==> src/rtl/keypad_pkg.sv <==
// Shared types and row-drive constants for the keypad scanner and decoder.
// Row and column codes are active-low: row0/col0 = 4'b1110 is key "1".
package keypad_pkg;

    typedef enum logic [1:0] {
        SCAN,
        DEBOUNCE,
        HELD,
        RELEASE
    } scan_state_t;

    localparam logic [3:0] ROW0   = 4'b1110;
    localparam logic [3:0] ROW1   = 4'b1101;
    localparam logic [3:0] ROW2   = 4'b1011;
    localparam logic [3:0] ROW3   = 4'b0111;
    localparam logic [3:0] NO_KEY = 4'b1111;

    function automatic logic [3:0] row_drive(input logic [1:0] idx);
        logic [3:0] code;
        unique case (idx)
            2'd0: code = ROW0;
            2'd1: code = ROW1;
            2'd2: code = ROW2;
            2'd3: code = ROW3;
            default: code = NO_KEY;
        endcase
        return code;
    endfunction

    // True when exactly one line of an active-low code is asserted.
    function automatic logic one_low(input logic [3:0] code);
        logic [3:0] lo;
        lo = ~code;
        return (lo != 4'b0000) && ((lo & (lo - 4'd1)) == 4'b0000);
    endfunction

endpackage

==> src/rtl/col_synchronizer.sv <==
// Two-flop synchronizer for the raw keypad column lines.
// Resets to the idle (all pulled-up) code so no key is seen during reset.
module col_synchronizer
    import keypad_pkg::*;
(
    input  logic       clk,
    input  logic       reset_n,
    input  logic [3:0] d,
    output logic [3:0] q
);

    logic [3:0] meta_q;
    logic [3:0] sync_q;

    always_ff @(posedge clk or negedge reset_n) begin
        if (!reset_n) begin
            meta_q <= NO_KEY;
            sync_q <= NO_KEY;
        end else begin
            meta_q <= d;
            sync_q <= meta_q;
        end
    end

    assign q = sync_q;

endmodule

==> src/rtl/keypad_scanner.sv <==
// 4x4 matrix keypad scanner: walks an active-low row, debounces a single
// pressed column, and reports the accepted key until its release settles.
module keypad_scanner
    import keypad_pkg::*;
#(
    parameter int unsigned SCAN_DIV     = 1000,
    parameter int unsigned DEBOUNCE_CNT = 20000
) (
    input  logic       clk,
    input  logic       reset_n,
    input  logic [3:0] col,
    output logic [3:0] row,
    output logic [3:0] key_row,
    output logic [3:0] key_col,
    output logic       key_valid,
    output logic       key_held
);

    localparam int unsigned DwellW = (SCAN_DIV > 2) ? $clog2(SCAN_DIV) : 1;
    localparam int unsigned DebW   = $clog2(DEBOUNCE_CNT + 1);

    localparam logic [DwellW-1:0] DwellLast = DwellW'(SCAN_DIV - 1);
    localparam logic [DebW-1:0]   DebLast   = DebW'(DEBOUNCE_CNT - 1);
    localparam logic [DebW-1:0]   DebMax    = DebW'(DEBOUNCE_CNT);

    logic [3:0] col_s;

    scan_state_t       state_q, state_d;
    logic [1:0]        row_idx_q, row_idx_d;
    logic [DwellW-1:0] dwell_q, dwell_d;
    logic [DebW-1:0]   deb_q, deb_d;
    logic [3:0]        cand_row_q, cand_row_d;
    logic [3:0]        cand_col_q, cand_col_d;
    logic [3:0]        key_row_q, key_row_d;
    logic [3:0]        key_col_q, key_col_d;
    logic              key_valid_q, key_valid_d;
    logic              key_held_q, key_held_d;

    logic [DebW-1:0] deb_inc;
    logic            cand_match;
    logic            latched_high;

    col_synchronizer u_col_sync (
        .clk     (clk),
        .reset_n (reset_n),
        .d       (col),
        .q       (col_s)
    );

    assign deb_inc      = (deb_q == DebMax) ? deb_q : deb_q + DebW'(1);
    assign cand_match   = (col_s == cand_col_q);
    // The accepted key's column line has returned to its pulled-up level.
    assign latched_high = |(col_s & ~key_col_q);

    always_comb begin
        state_d     = state_q;
        row_idx_d   = row_idx_q;
        dwell_d     = '0;
        deb_d       = deb_q;
        cand_row_d  = cand_row_q;
        cand_col_d  = cand_col_q;
        key_row_d   = key_row_q;
        key_col_d   = key_col_q;
        key_valid_d = 1'b0;
        key_held_d  = key_held_q;

        unique case (state_q)
            SCAN: begin
                if (dwell_q == DwellLast) begin
                    if (one_low(col_s)) begin
                        cand_row_d = row_drive(row_idx_q);
                        cand_col_d = col_s;
                        deb_d      = '0;
                        state_d    = DEBOUNCE;
                    end else begin
                        row_idx_d = row_idx_q + 2'd1;
                    end
                end else begin
                    dwell_d = dwell_q + DwellW'(1);
                end
            end

            DEBOUNCE: begin
                if (!cand_match) begin
                    deb_d     = '0;
                    row_idx_d = row_idx_q + 2'd1;
                    state_d   = SCAN;
                end else if (deb_q >= DebLast) begin
                    key_row_d   = cand_row_q;
                    key_col_d   = cand_col_q;
                    key_valid_d = 1'b1;
                    key_held_d  = 1'b1;
                    deb_d       = '0;
                    state_d     = HELD;
                end else begin
                    deb_d = deb_inc;
                end
            end

            HELD: begin
                if (latched_high) begin
                    deb_d   = '0;
                    state_d = RELEASE;
                end
            end

            RELEASE: begin
                if (!latched_high) begin
                    deb_d   = '0;
                    state_d = HELD;
                end else if (deb_q >= DebLast) begin
                    key_held_d = 1'b0;
                    deb_d      = '0;
                    row_idx_d  = row_idx_q + 2'd1;
                    state_d    = SCAN;
                end else begin
                    deb_d = deb_inc;
                end
            end

            default: begin
                deb_d   = '0;
                state_d = SCAN;
            end
        endcase
    end

    always_ff @(posedge clk or negedge reset_n) begin
        if (!reset_n) begin
            state_q     <= SCAN;
            row_idx_q   <= 2'd0;
            dwell_q     <= '0;
            deb_q       <= '0;
            cand_row_q  <= NO_KEY;
            cand_col_q  <= NO_KEY;
            key_row_q   <= NO_KEY;
            key_col_q   <= NO_KEY;
            key_valid_q <= 1'b0;
            key_held_q  <= 1'b0;
        end else begin
            state_q     <= state_d;
            row_idx_q   <= row_idx_d;
            dwell_q     <= dwell_d;
            deb_q       <= deb_d;
            cand_row_q  <= cand_row_d;
            cand_col_q  <= cand_col_d;
            key_row_q   <= key_row_d;
            key_col_q   <= key_col_d;
            key_valid_q <= key_valid_d;
            key_held_q  <= key_held_d;
        end
    end

    assign row       = row_drive(row_idx_q);
    assign key_row   = key_row_q;
    assign key_col   = key_col_q;
    assign key_valid = key_valid_q;
    assign key_held  = key_held_q;

endmodule

==> config.mk <==
export PLATFORM = sky130hd
export DESIGN_NAME = keypad_scanner
export DESIGN_NICKNAME = d
export VERILOG_FILES = /design/src/rtl/keypad_pkg.sv /design/src/rtl/col_synchronizer.sv /design/src/rtl/keypad_scanner.sv
export SDC_FILE = /design/constraint.sdc
export NUM_CORES = 1
export LEC_CHECK = 0
export BUFFER_PORTS_ARGS = -buffer_cell sky130_fd_sc_hd__buf_2
export CAP_MARGIN = 20
export CORE_ASPECT_RATIO = 2
export CORE_MARGIN = 5
export CORE_UTILIZATION = 45
export DETAILED_ROUTE_END_ITERATION = 16
export PLACE_DENSITY = 0.71
export SYNTH_ARGS = -nofsm -noshare
export SYNTH_HDL_FRONTEND = slang
export SYNTH_SLANG_ARGS = --single-unit
export TNS_END_PERCENT = 5
==> constraint.sdc <==
create_clock -name clk -period 5.8 [get_ports clk]
set_input_delay 0.29 -clock clk [delete_from_list [all_inputs] [get_ports clk]]
set_output_delay 0.29 -clock clk [all_outputs]
set_load 0.03 [all_outputs]
==> impl_metrics.json, run 1 <==
{
  "path_clk_slew_ns": 0.07,
  "post-cts-setup-buffer-count": 0,
  "drv_slew": 0,
  "yosys.area.top_type": "dfrtp_1",
  "dieArea_sq_um": 7866,
  "vias": 1861,
  "synthesis.nets": 258,
  "die_y_um": 120.5,
  "chipWidth_um": 65.27,
  "place_congestion": 0.8294,
  "startpoint_type": "register",
  "cts_root_buf": "clkbuf_16",
  "synth_area_sq_um": 2749,
  "row_count": 40,
  "hold_viol_final": 0,
  "clock-sinks": 55,
  "rsz0062_at_grt": "no",
  "p_total_mw": 0.6970,
  "drc_errors": 0,
  "cp.required_ns": 5.97,
  "gr-total-overflow": 0,
  "dp_slack_ns": 3.244,
  "max_slew_margin": 0.2034,
  "wirelength_mm": 5.156,
  "placed_area_sq_um": 2884,
  "layout_common_cells": "31 x dfrtp_1, 24 x dfstp_2, 19 x buf_2",
  "grt_pass1_wl_mm": 8.866,
  "synth-simple-area-share": 0.1780,
  "synth_xor_area_frac": 0.04461,
  "port_buffers": 19,
  "dr.first_iter.drc_count": 81,
  "ant_nets": 0,
  "p_leak_nw": 1.375,
  "layout_commonest_cell": "dfrtp_1",
  "dp_hpwl_mm": 3.723,
  "ios": 20,
  "synthAdderAreaFrac": 0.03186,
  "holdWs_ns": 0.09034,
  "design_area_sq_um": 3024,
  "clk_latency_ns": 0.29,
  "worst_pin_slew_ns": 1.195,
  "clockBufferDepth": 2,
  "drive_above_1_share": 0.2820,
  "synth_edf_count": 0,
  "syn_avg_cell_area_sq_um": 11.22,
  "h-tree-depth": 2,
  "syn_to_final_growth_pct": 10.01,
  "cp.arrival_ns": 2.79,
  "multi_input_area_sq_um": 1232,
  "synth-compound-area-share": 0.1111,
  "critPathKind": "reg -> reg",
  "crit_fanout": 14,
  "antenna_found_initial": 0,
  "holdBufCountCts": 0,
  "peakVddDrop_v": 0.0001212,
  "synth_area_leaders": "dfrtp_1 28%, dfstp_2 23%, mux2_2 4.1%",
  "first_pass_iters": 4,
  "cts_resized": 0,
  "max_cap_viol_count": 0,
  "yosysWarnings": 0,
  "grt_start_max_net_pins": 56,
  "grt_use_total": 0.1444,
  "worstSetupEndpointType": "register",
  "synth_top_family_by_area": "simple AND/OR/NAND/NOR gates",
  "layout.cells.non_filler": 329,
  "grt_pass1_vias": 1888,
  "cellPowerDensity_nw_per_um2": 230.5,
  "nFillCells": 551,
  "core_region_area_sq_um": 6006,
  "synth_async_sr_flop_share": 1.000,
  "seqCellArea_sq_um": 1406,
  "antennaDiodeCount": 0,
  "place_inst": 321,
  "synth_cell_type_count": 55,
  "period_share": 0.4516,
  "tns_ns": 0,
  "status": "finished clean",
  "cts_tree": "yes",
  "fin_util": 0.5035,
  "ys_seq_elements": 55,
  "muxShareOfSynthArea": 0.08284,
  "via_per_inst": 5.657,
  "finClkSkew_ns": 0.005982,
  "setup_violations": 0,
  "finalCriticalPeriod_ns": 2.619,
  "synthCells": 245,
  "start_util": 0.4577,
  "synth_top_area_share": 0.2822,
  "cts_buffers": 5,
  "final_nets": 278,
  "synthFlopType": "dfrtp_1",
  "wl_per_cell_um": 15.67,
  "max_freq_mhz": 381.8,
  "yosysSeqAreaShare": 0.5116,
  "hold_class": "in -> reg",
  "layout_setup_ws_ns": 3.181
}
## flip-flops by register name, summed over array words and instances, names as in the netlist
name and count:
deb_q 15, dwell_q 10, cand_col_q 4, cand_row_q 4
key_col 4, key_row 4, u_col_sync.meta_q 4, u_col_sync.q 4
row_idx_q 2, state_q 2, key_held 1, key_valid 1
## report_power, final
part | switching [mW] | leakage, nW | internal (mW)
clock network | 0.131 | 0.0712 | 0.160
logic | 0.0100 | 0.636 | 0.00364
registers | 0.00307 | 0.668 | 0.389
## synth_stat cells (all sizes together) (2+ instances only)
library cell	count
a21o	2
a221o	7
a22o	3
and2	2
and3	5
buf	4
clkbuf	3
dfrtp	31
dfstp	24
ha	7
inv	17
mux2	17
nand2	16
nand2b	8
nand3	11
nand4	2
nand4b	2
nor2	17
nor2b	6
nor3	12
nor4	3
nor4b	2
o21ai	3
or2	2
or3	2
or4	2
xnor2	7
xor2	7
## cells by family after synthesis
group / count (synthesis)
compound gates: 34
xor+xnor: 14
fa+ha+maj: 7
buf+inv: 24
flops: 55
mux: 18
simple gates: 93
## layout make-up
class                      instances  area share
clock buffer                       6     0.04261
clock inverter                     2    0.003724
sequential                        55      0.4650
multi-input combinational        166      0.4075
tap                               63     0.02607
timing repair buffer              20     0.03393
inverter                          17     0.02110
## per-layer routing
layer  vias up  part of all wire  track usage  routed length [um]
met5         -                 0            0                   0
met3        13             0.025      0.02881                 130
li1        908                 -            -                   -
met4         0             0.029      0.07013                 150
met1       913              0.38       0.1477                1978
met2        27              0.56       0.2686                2896
## worst max-delay path, cell delays in order (launching register included)
cell and delay (ns):
dfstp_2 0.54, nand2b_1 0.12, a41oi_1 0.17, a32oi_1 0.91, nor2_2 0.33, a221o_1 0.43
## path summary, 6_finish.rpt
path	start	endpoint	slack, ns	depth (start not counted)
max	key_col[0]$_DFFE_PN1P_	deb_q[5]$_DFFE_PN0P_	3.18	5
min	col[3]	u_col_sync.meta_q[3]$_DFF_PN1_	0.09	1
max reg2reg	key_col[0]$_DFFE_PN1P_	deb_q[5]$_DFFE_PN0P_	3.18	5
min reg2reg	u_col_sync.meta_q[3]$_DFF_PN1_	u_col_sync.q[3]$_DFF_PN1_	0.36	0
max in group asynchronous	reset_n	row_idx_q[1]$_DFFE_PN0P_	5.25	2
min in group asynchronous	reset_n	dwell_q[2]$_DFF_PN0_	0.12	2
(Power assumes the default switching activity.)
==> inputs of run 2 (changes only) <==
- ABC_AREA: not set -> 1
- clock period: 5.8 -> 2.6 ns (I/O delays scaled with it)
==> impl_metrics.json, run 2 <==
{
  "drc_errors": 0,
  "place_congestion": 0.9456,
  "dr.first_iter.drc_count": 119,
  "largest-register": "deb_q",
  "period_share": 0.7023,
  "path_cells": "ha_1 -> nand3_1 -> nor2_1 -> nand2_2 -> nand2_2 -> nor2_4 -> nand2_4 -> inv_4 -> nor2_4 -> nor2_1",
  "wl_per_cell_um": 13.00,
  "p_leak_nw": 1.631,
  "synth_cell_type_count": 34,
  "synth_xor_area_frac": 0.01652,
  "timing.rr.start": "deb_q[0]$_DFFE_PN0P_",
  "die_y_um": 128.9,
  "dp_hpwl_mm": 5.076,
  "synthFlopType": "dfrtp_1",
  "post-cts-setup-buffer-count": 0,
  "chipWidth_um": 69.46,
  "largest_reg_flops": 15,
  "min_from": "u_col_sync.meta_q[0]$_DFF_PN1_",
  "p_seq_frac": 0.530,
  "max_freq_mhz": 547.7,
  "grt_pass1_vias": 2538,
  "row_count": 43,
  "fin_util": 0.5145,
  "antennaDiodeCount": 0,
  "yosysMostFrequentCell": "nand2_1",
  "clock-sinks": 55,
  "gr-total-overflow": 0,
  "ys_seq_elements": 55,
  "startpoint_type": "register",
  "peakVddDrop_v": 0.0002194,
  "synthesis.nets": 407,
  "power_switching_mw": 0.3446,
  "cp.required_ns": 2.82,
  "vias": 2547,
  "via_per_inst": 4.965,
  "synthAdderAreaFrac": 0.02753,
  "synth-simple-area-share": 0.3559,
  "worst_pin_slew_ns": 0.3335,
  "ant_nets": 0,
  "grt_start_max_net_pins": 56,
  "cts_buffers": 5,
  "synth-compound-area-share": 0.07196,
  "r2r_end": "deb_q[11]$_DFFE_PN0P_",
  "finalCriticalPeriod_ns": 1.826,
  "final_nets": 435,
  "max_slew_margin": 0.7771,
  "syn_to_final_growth_pct": 12.23,
  "layout_common_cells": "105 x nand2_1, 48 x inv_1, 39 x nor2_1",
  "clockBufferDepth": 2,
  "max_cap_viol_count": 0,
  "critical-path-max-stage-delay_ns": 0.46,
  "grt_pass1_wl_mm": 11.42,
  "layout_commonest_cell": "nand2_1",
  "synth_top_area_share": 0.2438,
  "r2r_setup_slack_ns": 0.77,
  "synthTopCellsByCount": "105 x nand2_1, 48 x inv_1, 39 x nor2_1",
  "top_regs": "deb_q: 15 flops, dwell_q: 10 flops",
  "muxShareOfSynthArea": 0,
  "hold_end": "u_col_sync.q[0]$_DFF_PN1_",
  "yosys.area.top_type": "dfrtp_1",
  "path_clk_slew_ns": 0.07,
  "port_buffers": 19,
  "cp_top_family": "simple AND/OR/NAND/NOR gates",
  "synth_edf_count": 0,
  "critPathKind": "reg -> reg",
  "cp_slowest_cell": "dfrtp_1",
  "clock_power_share": 0.436,
  "cts_root_buf": "clkbuf_16",
  "path_buf_inv": 1,
  "h-tree-depth": 2,
  "r2r_cells": 10,
  "grt_use_total": 0.1596,
  "dieArea_sq_um": 8954,
  "nFillCells": 657,
  "worstSetupEndpointType": "register",
  "cts_tree": "yes",
  "holdPathStages": 0,
  "cp.arrival_ns": 2.05,
  "synthCells": 394,
  "drv_slew": 0,
  "setup_violations": 0,
  "drive_above_1_share": 0.2506,
  "start_util": 0.4584,
  "p_comb_frac": 0.034,
  "status": "finished clean",
  "crit_fanout": 12,
  "yosysSeqAreaShare": 0.4420,
  "synth_top_family_by_area": "simple AND/OR/NAND/NOR gates",
  "core_region_area_sq_um": 6940,
  "sw_frac_of_total": 0.2091,
  "clk_latency_ns": 0.29,
  "synth_area_leaders": "dfrtp_1 24%, dfstp_2 20%, nand2_1 12%",
  "yosysWarnings": 0,
  "rsz0062_at_grt": "no",
  "finClkSkew_ns": 0.009746,
  "antenna_found_initial": 0,
  "first_pass_iters": 4,
  "cellPowerDensity_nw_per_um2": 461.4,
  "wirelength_mm": 6.671,
  "hold_viol_final": 0,
  "synth_area_sq_um": 3182,
  "tns_ns": 0,
  "intPower_mw": 1.303,
  "synth_async_sr_flop_share": 1.000,
  "syn_avg_cell_area_sq_um": 8.076,
  "ios": 20,
  "hold_class": "reg -> reg"
}
[run 2: cell count changes in the layout (fill, tap and decap cells not counted), moves of 9 or more]
cell | before | now
inv_2 | 0 | 10
nor2_1 | 16 | 39
mux2_2 | 10 | 0
nand2_1 | 16 | 105
o21ai_2 | 0 | 9
o21ai_0 | 3 | 13
nand2_2 | 0 | 12
inv_1 | 17 | 48
nand4_1 | 2 | 12
nand3_1 | 11 | 29
[run 2: worst reg2reg max path, stage by stage (launching register included)]
cell and delay [ns]:
dfrtp_1 0.46, ha_1 0.27, nand3_1 0.14, nor2_1 0.07, nand2_2 0.09, nand2_2 0.07, nor2_4 0.24, nand2_4 0.16
inv_4 0.10, nor2_4 0.04, nor2_1 0.11
[run 2: routing by layer]
layer | routed length (um) | global-route usage | vias to the layer above
met5 | 0 | 0 | -
met4 | 314 | 0.1001 | 0
met3 | 154 | 0.02111 | 17
met2 | 3780 | 0.3108 | 35
met1 | 2422 | 0.1542 | 1196
li1 | - | - | 1299
[run 2: metrics by stage]
step	setup slack [ns]	cell area, sq um	std cells	hold slack, ns	power [mW]
floorplan	1.031	3182	394	-0.1656	0.9106
global placement	0.8722	3359	500	0.1462	0.9403
detailed placement	0.8084	3359	500	0.1576	0.9417
CTS	0.7673	3571	513	0.3549	1.668
global route	0.6386	3571	513	0.3589	1.709
finish	0.7741	3571	513	0.3525	1.648
[run 2: what timing repair did]
item,CTS,global route
hold endpoints to repair,35,0
hold buffers,5,0
gates resized for setup,0,0
[run 2: cell type report]
| class | instances | area (sq um) | area share |
|---|---|---|---|
| well taps | 90 | 112.6 | 0.03153 |
| clock inverters | 1 | 7.507 | 0.002102 |
| inverters | 59 | 224.0 | 0.06272 |
| clock buffers | 7 | 153.9 | 0.04310 |
| flip-flops and latches | 55 | 1406 | 0.3938 |
| repair buffers | 25 | 165.2 | 0.04625 |
| multi-input cells | 276 | 1501 | 0.4205 |
[run 2: kinds of logic (layout without fill, tap and decap cells)]
family | count (synthesis) | after routing
adder cells (fa/ha/maj) | 7 | 7
flip-flops | 55 | 55
XOR/XNOR | 6 | 6
AO/OA/AOI/OAI | 36 | 36
buffers and inverters | 63 | 92
AND/OR/NAND/NOR | 227 | 227
[run 2: power groups by stage]
| stage | logic (mW) | clock network [mW] | registers (mW) |
|---|---|---|---|
| 3_5_place_dp | 0.0529 | 0 | 0.889 |
| 4_1_cts | 0.0587 | 0.735 | 0.874 |
| 3_3_place_gp | 0.0516 | 0 | 0.889 |
| 5_1_grt | 0.0650 | 0.769 | 0.874 |
| 2_1_floorplan | 0.0234 | 0 | 0.887 |
| 6_report | 0.0563 | 0.718 | 0.874 |
[run 2: worst max-delay path by stage]
stage,cells past startpoint,start,end
after global placement,10,dwell_q[0]$_DFF_PN0_,deb_q[8]$_DFFE_PN0P_
after floorplan,11,key_col[0]$_DFFE_PN1P_,deb_q[0]$_DFFE_PN0P_
after global routing,10,deb_q[0]$_DFFE_PN0P_,deb_q[11]$_DFFE_PN0P_
final,10,deb_q[0]$_DFFE_PN0P_,deb_q[11]$_DFFE_PN0P_
after detailed placement,10,deb_q[0]$_DFFE_PN0P_,deb_q[1]$_DFFE_PN0P_
after CTS,10,deb_q[0]$_DFFE_PN0P_,deb_q[11]$_DFFE_PN0P_
==> inputs of run 3 (changes only) <==
- ABC_AREA: 1 -> 0
- clock period: 2.6 -> 1.9 ns (I/O delays scaled with it)
==> impl_metrics.json, run 3 (synthesis gave the netlist of run 1 again) <==
{
  "cts_root_buf": "clkbuf_16",
  "layout_common_cells": "45 x buf_4, 31 x dfrtp_1, 24 x dfstp_2",
  "ant_nets": 0,
  "cts_buffers": 5,
  "start_util": 0.4577,
  "finalCriticalPeriod_ns": 1.928,
  "clockBufferDepth": 2,
  "syn_to_final_growth_pct": 30.45,
  "vias": 2151,
  "top_regs": "deb_q: 15 flops, dwell_q: 10 flops",
  "p_comb_frac": 0.025,
  "nFillCells": 473,
  "power_switching_mw": 0.4576,
  "clock_power_share": 0.459,
  "ios": 20,
  "via_per_inst": 5.631,
  "grt_use_total": 0.1648,
  "hold_viol_final": 0,
  "dieArea_sq_um": 7866,
  "r2r_setup_slack_ns": -0.03,
  "peakVddDrop_v": 0.0003636,
  "max_slew_margin": 0.5978,
  "port_buffers": 19,
  "rsz0062_at_grt": "yes",
  "dr.first_iter.drc_count": 159,
  "die_y_um": 120.5,
  "gr-total-overflow": 0,
  "status": "finished with violations",
  "wl_per_cell_um": 16.22,
  "grt_pass1_vias": 2147,
  "wirelength_mm": 6.196,
  "cp.required_ns": 2.13,
  "layout_commonest_cell": "buf_4",
  "antennaDiodeCount": 0,
  "worstSetupEndpointType": "register",
  "drc_errors": 0,
  "placed_area_sq_um": 3241,
  "cts_tree": "yes",
  "p_seq_frac": 0.515,
  "place_congestion": 0.7989,
  "timing.rr.start": "deb_q[6]$_DFFE_PN0P_",
  "startpoint_type": "register",
  "row_count": 40,
  "final_nets": 331,
  "crit_fanout": 6,
  "h-tree-depth": 2,
  "r2r_end": "deb_q[10]$_DFFE_PN0P_",
  "design_area_sq_um": 3586,
  "drive_above_1_share": 0.4451,
  "finClkSkew_ns": 0.007332,
  "first_pass_iters": 6,
  "critPathKind": "reg -> reg",
  "setup_violations": 8,
  "chipWidth_um": 65.27,
  "dp_slack_ns": -0.08957,
  "grt_pass1_wl_mm": 9.998,
  "max_freq_mhz": 518.6,
  "fin_util": 0.5971,
  "intPower_mw": 1.865,
  "cellPowerDensity_nw_per_um2": 647.7,
  "layout_setup_ws_ns": -0.02844,
  "path_clk_slew_ns": 0.07,
  "dp_hpwl_mm": 4.422,
  "max_cap_viol_count": 0,
  "drv_slew": 0,
  "violations": "negative setup slack",
  "grt_start_max_net_pins": 28,
  "hold_class": "in -> async",
  "p_leak_nw": 1.685,
  "r2r_cells": 6,
  "worst_pin_slew_ns": 0.6034,
  "clk_latency_ns": 0.30,
  "largest_reg_flops": 15,
  "clock-sinks": 55,
  "sw_frac_of_total": 0.1970,
  "largest-register": "deb_q",
  "core_region_area_sq_um": 6006,
  "period_share": 1.015,
  "antenna_found_initial": 0,
  "cp.arrival_ns": 2.16
}
run 3: changes by cell type in the layout (fill, tap and decap cells not counted), sizes merged, moves of 11 or more:
| cell | change |
|---|---|
| nand2 | -105 |
| buf | +46 |
| inv | -42 |
| nor2 | -35 |
| nand3 | -22 |
| o21ai | -20 |
| mux2 | +17 |
| nand4 | -11 |
run 3: how the worst max path moves through the flow:
stage | slack (ns) | start | cells after the start | to
2_1_floorplan | -0.06 | key_col[0]$_DFFE_PN1P_ | 5 | state_q[0]$_DFFE_PN0P_
3_3_place_gp | -0.06 | deb_q[6]$_DFFE_PN0P_ | 5 | key_row[0]$_DFFE_PN1P_
3_5_place_dp | -0.09 | deb_q[6]$_DFFE_PN0P_ | 5 | key_row[0]$_DFFE_PN1P_
4_1_cts | -0.009 | dwell_q[0]$_DFF_PN0_ | 6 | row_idx_q[1]$_DFFE_PN0P_
5_1_grt | -0.11 | u_col_sync.q[0]$_DFF_PN1_ | 7 | state_q[0]$_DFFE_PN0P_
6_report | -0.03 | deb_q[6]$_DFFE_PN0P_ | 6 | deb_q[10]$_DFFE_PN0P_
run 3: power by group through the flow:
stage	registers [mW]	logic [mW]	clock network (mW)
finish	1.20	0.0587	1.07
global route	1.20	0.0659	1.13
CTS	1.20	0.0591	1.09
detailed placement	1.22	0.0511	0
global placement	1.22	0.0494	0
floorplan	1.21	0.0120	0
run 3: what timing repair did:
action,in CTS,in global routing
endpoints found under the hold margin,21,0
endpoints found under the setup margin,22,33
gates cloned,2,0
pin swaps,8,4
resized for setup,12,10
setup buffers,1,0
hold buffers,5,0
run 3: area by class of cell:
type,count,area [sq um],share of cell area
clock buffers,6,138.9,0.03873
clock inverters,2,35.03,0.009770
inverters,17,63.81,0.01779
multi-input cells,168,1349,0.3761
flip-flops and latches,55,1406,0.3922
well taps,63,78.83,0.02198
repair buffers,71,514.2,0.1434
run 3: layer usage:
metal  share of wire  GRT usage
met1            0.36     0.1632
met2            0.58     0.3194
met3           0.029    0.02974
met4           0.023    0.07013
met5               0          0
run 3: critical path, stage by stage, from the launching register on:
cell and delay [ns]:
dfrtp_1 0.38, or3_4 0.40, or2_4 0.25, o221a_4 0.30, buf_4 0.16, nor3_1 0.21, a221o_1 0.15
run 3: metrics by stage:
step | cells | power (mW) | hold slack [ns] | TNS (ns)
CTS | 382 | 2.346 | 0.3523 | -0.02665
floorplan | 245 | 1.227 | -0.2006 | -0.4669
global route | 382 | 2.393 | 0.3603 | -1.572
finish | 382 | 2.323 | 0.3364 | -0.1097
detailed placement | 366 | 1.268 | 0.1304 | -0.8378
global placement | 366 | 1.265 | 0.1256 | -0.4757
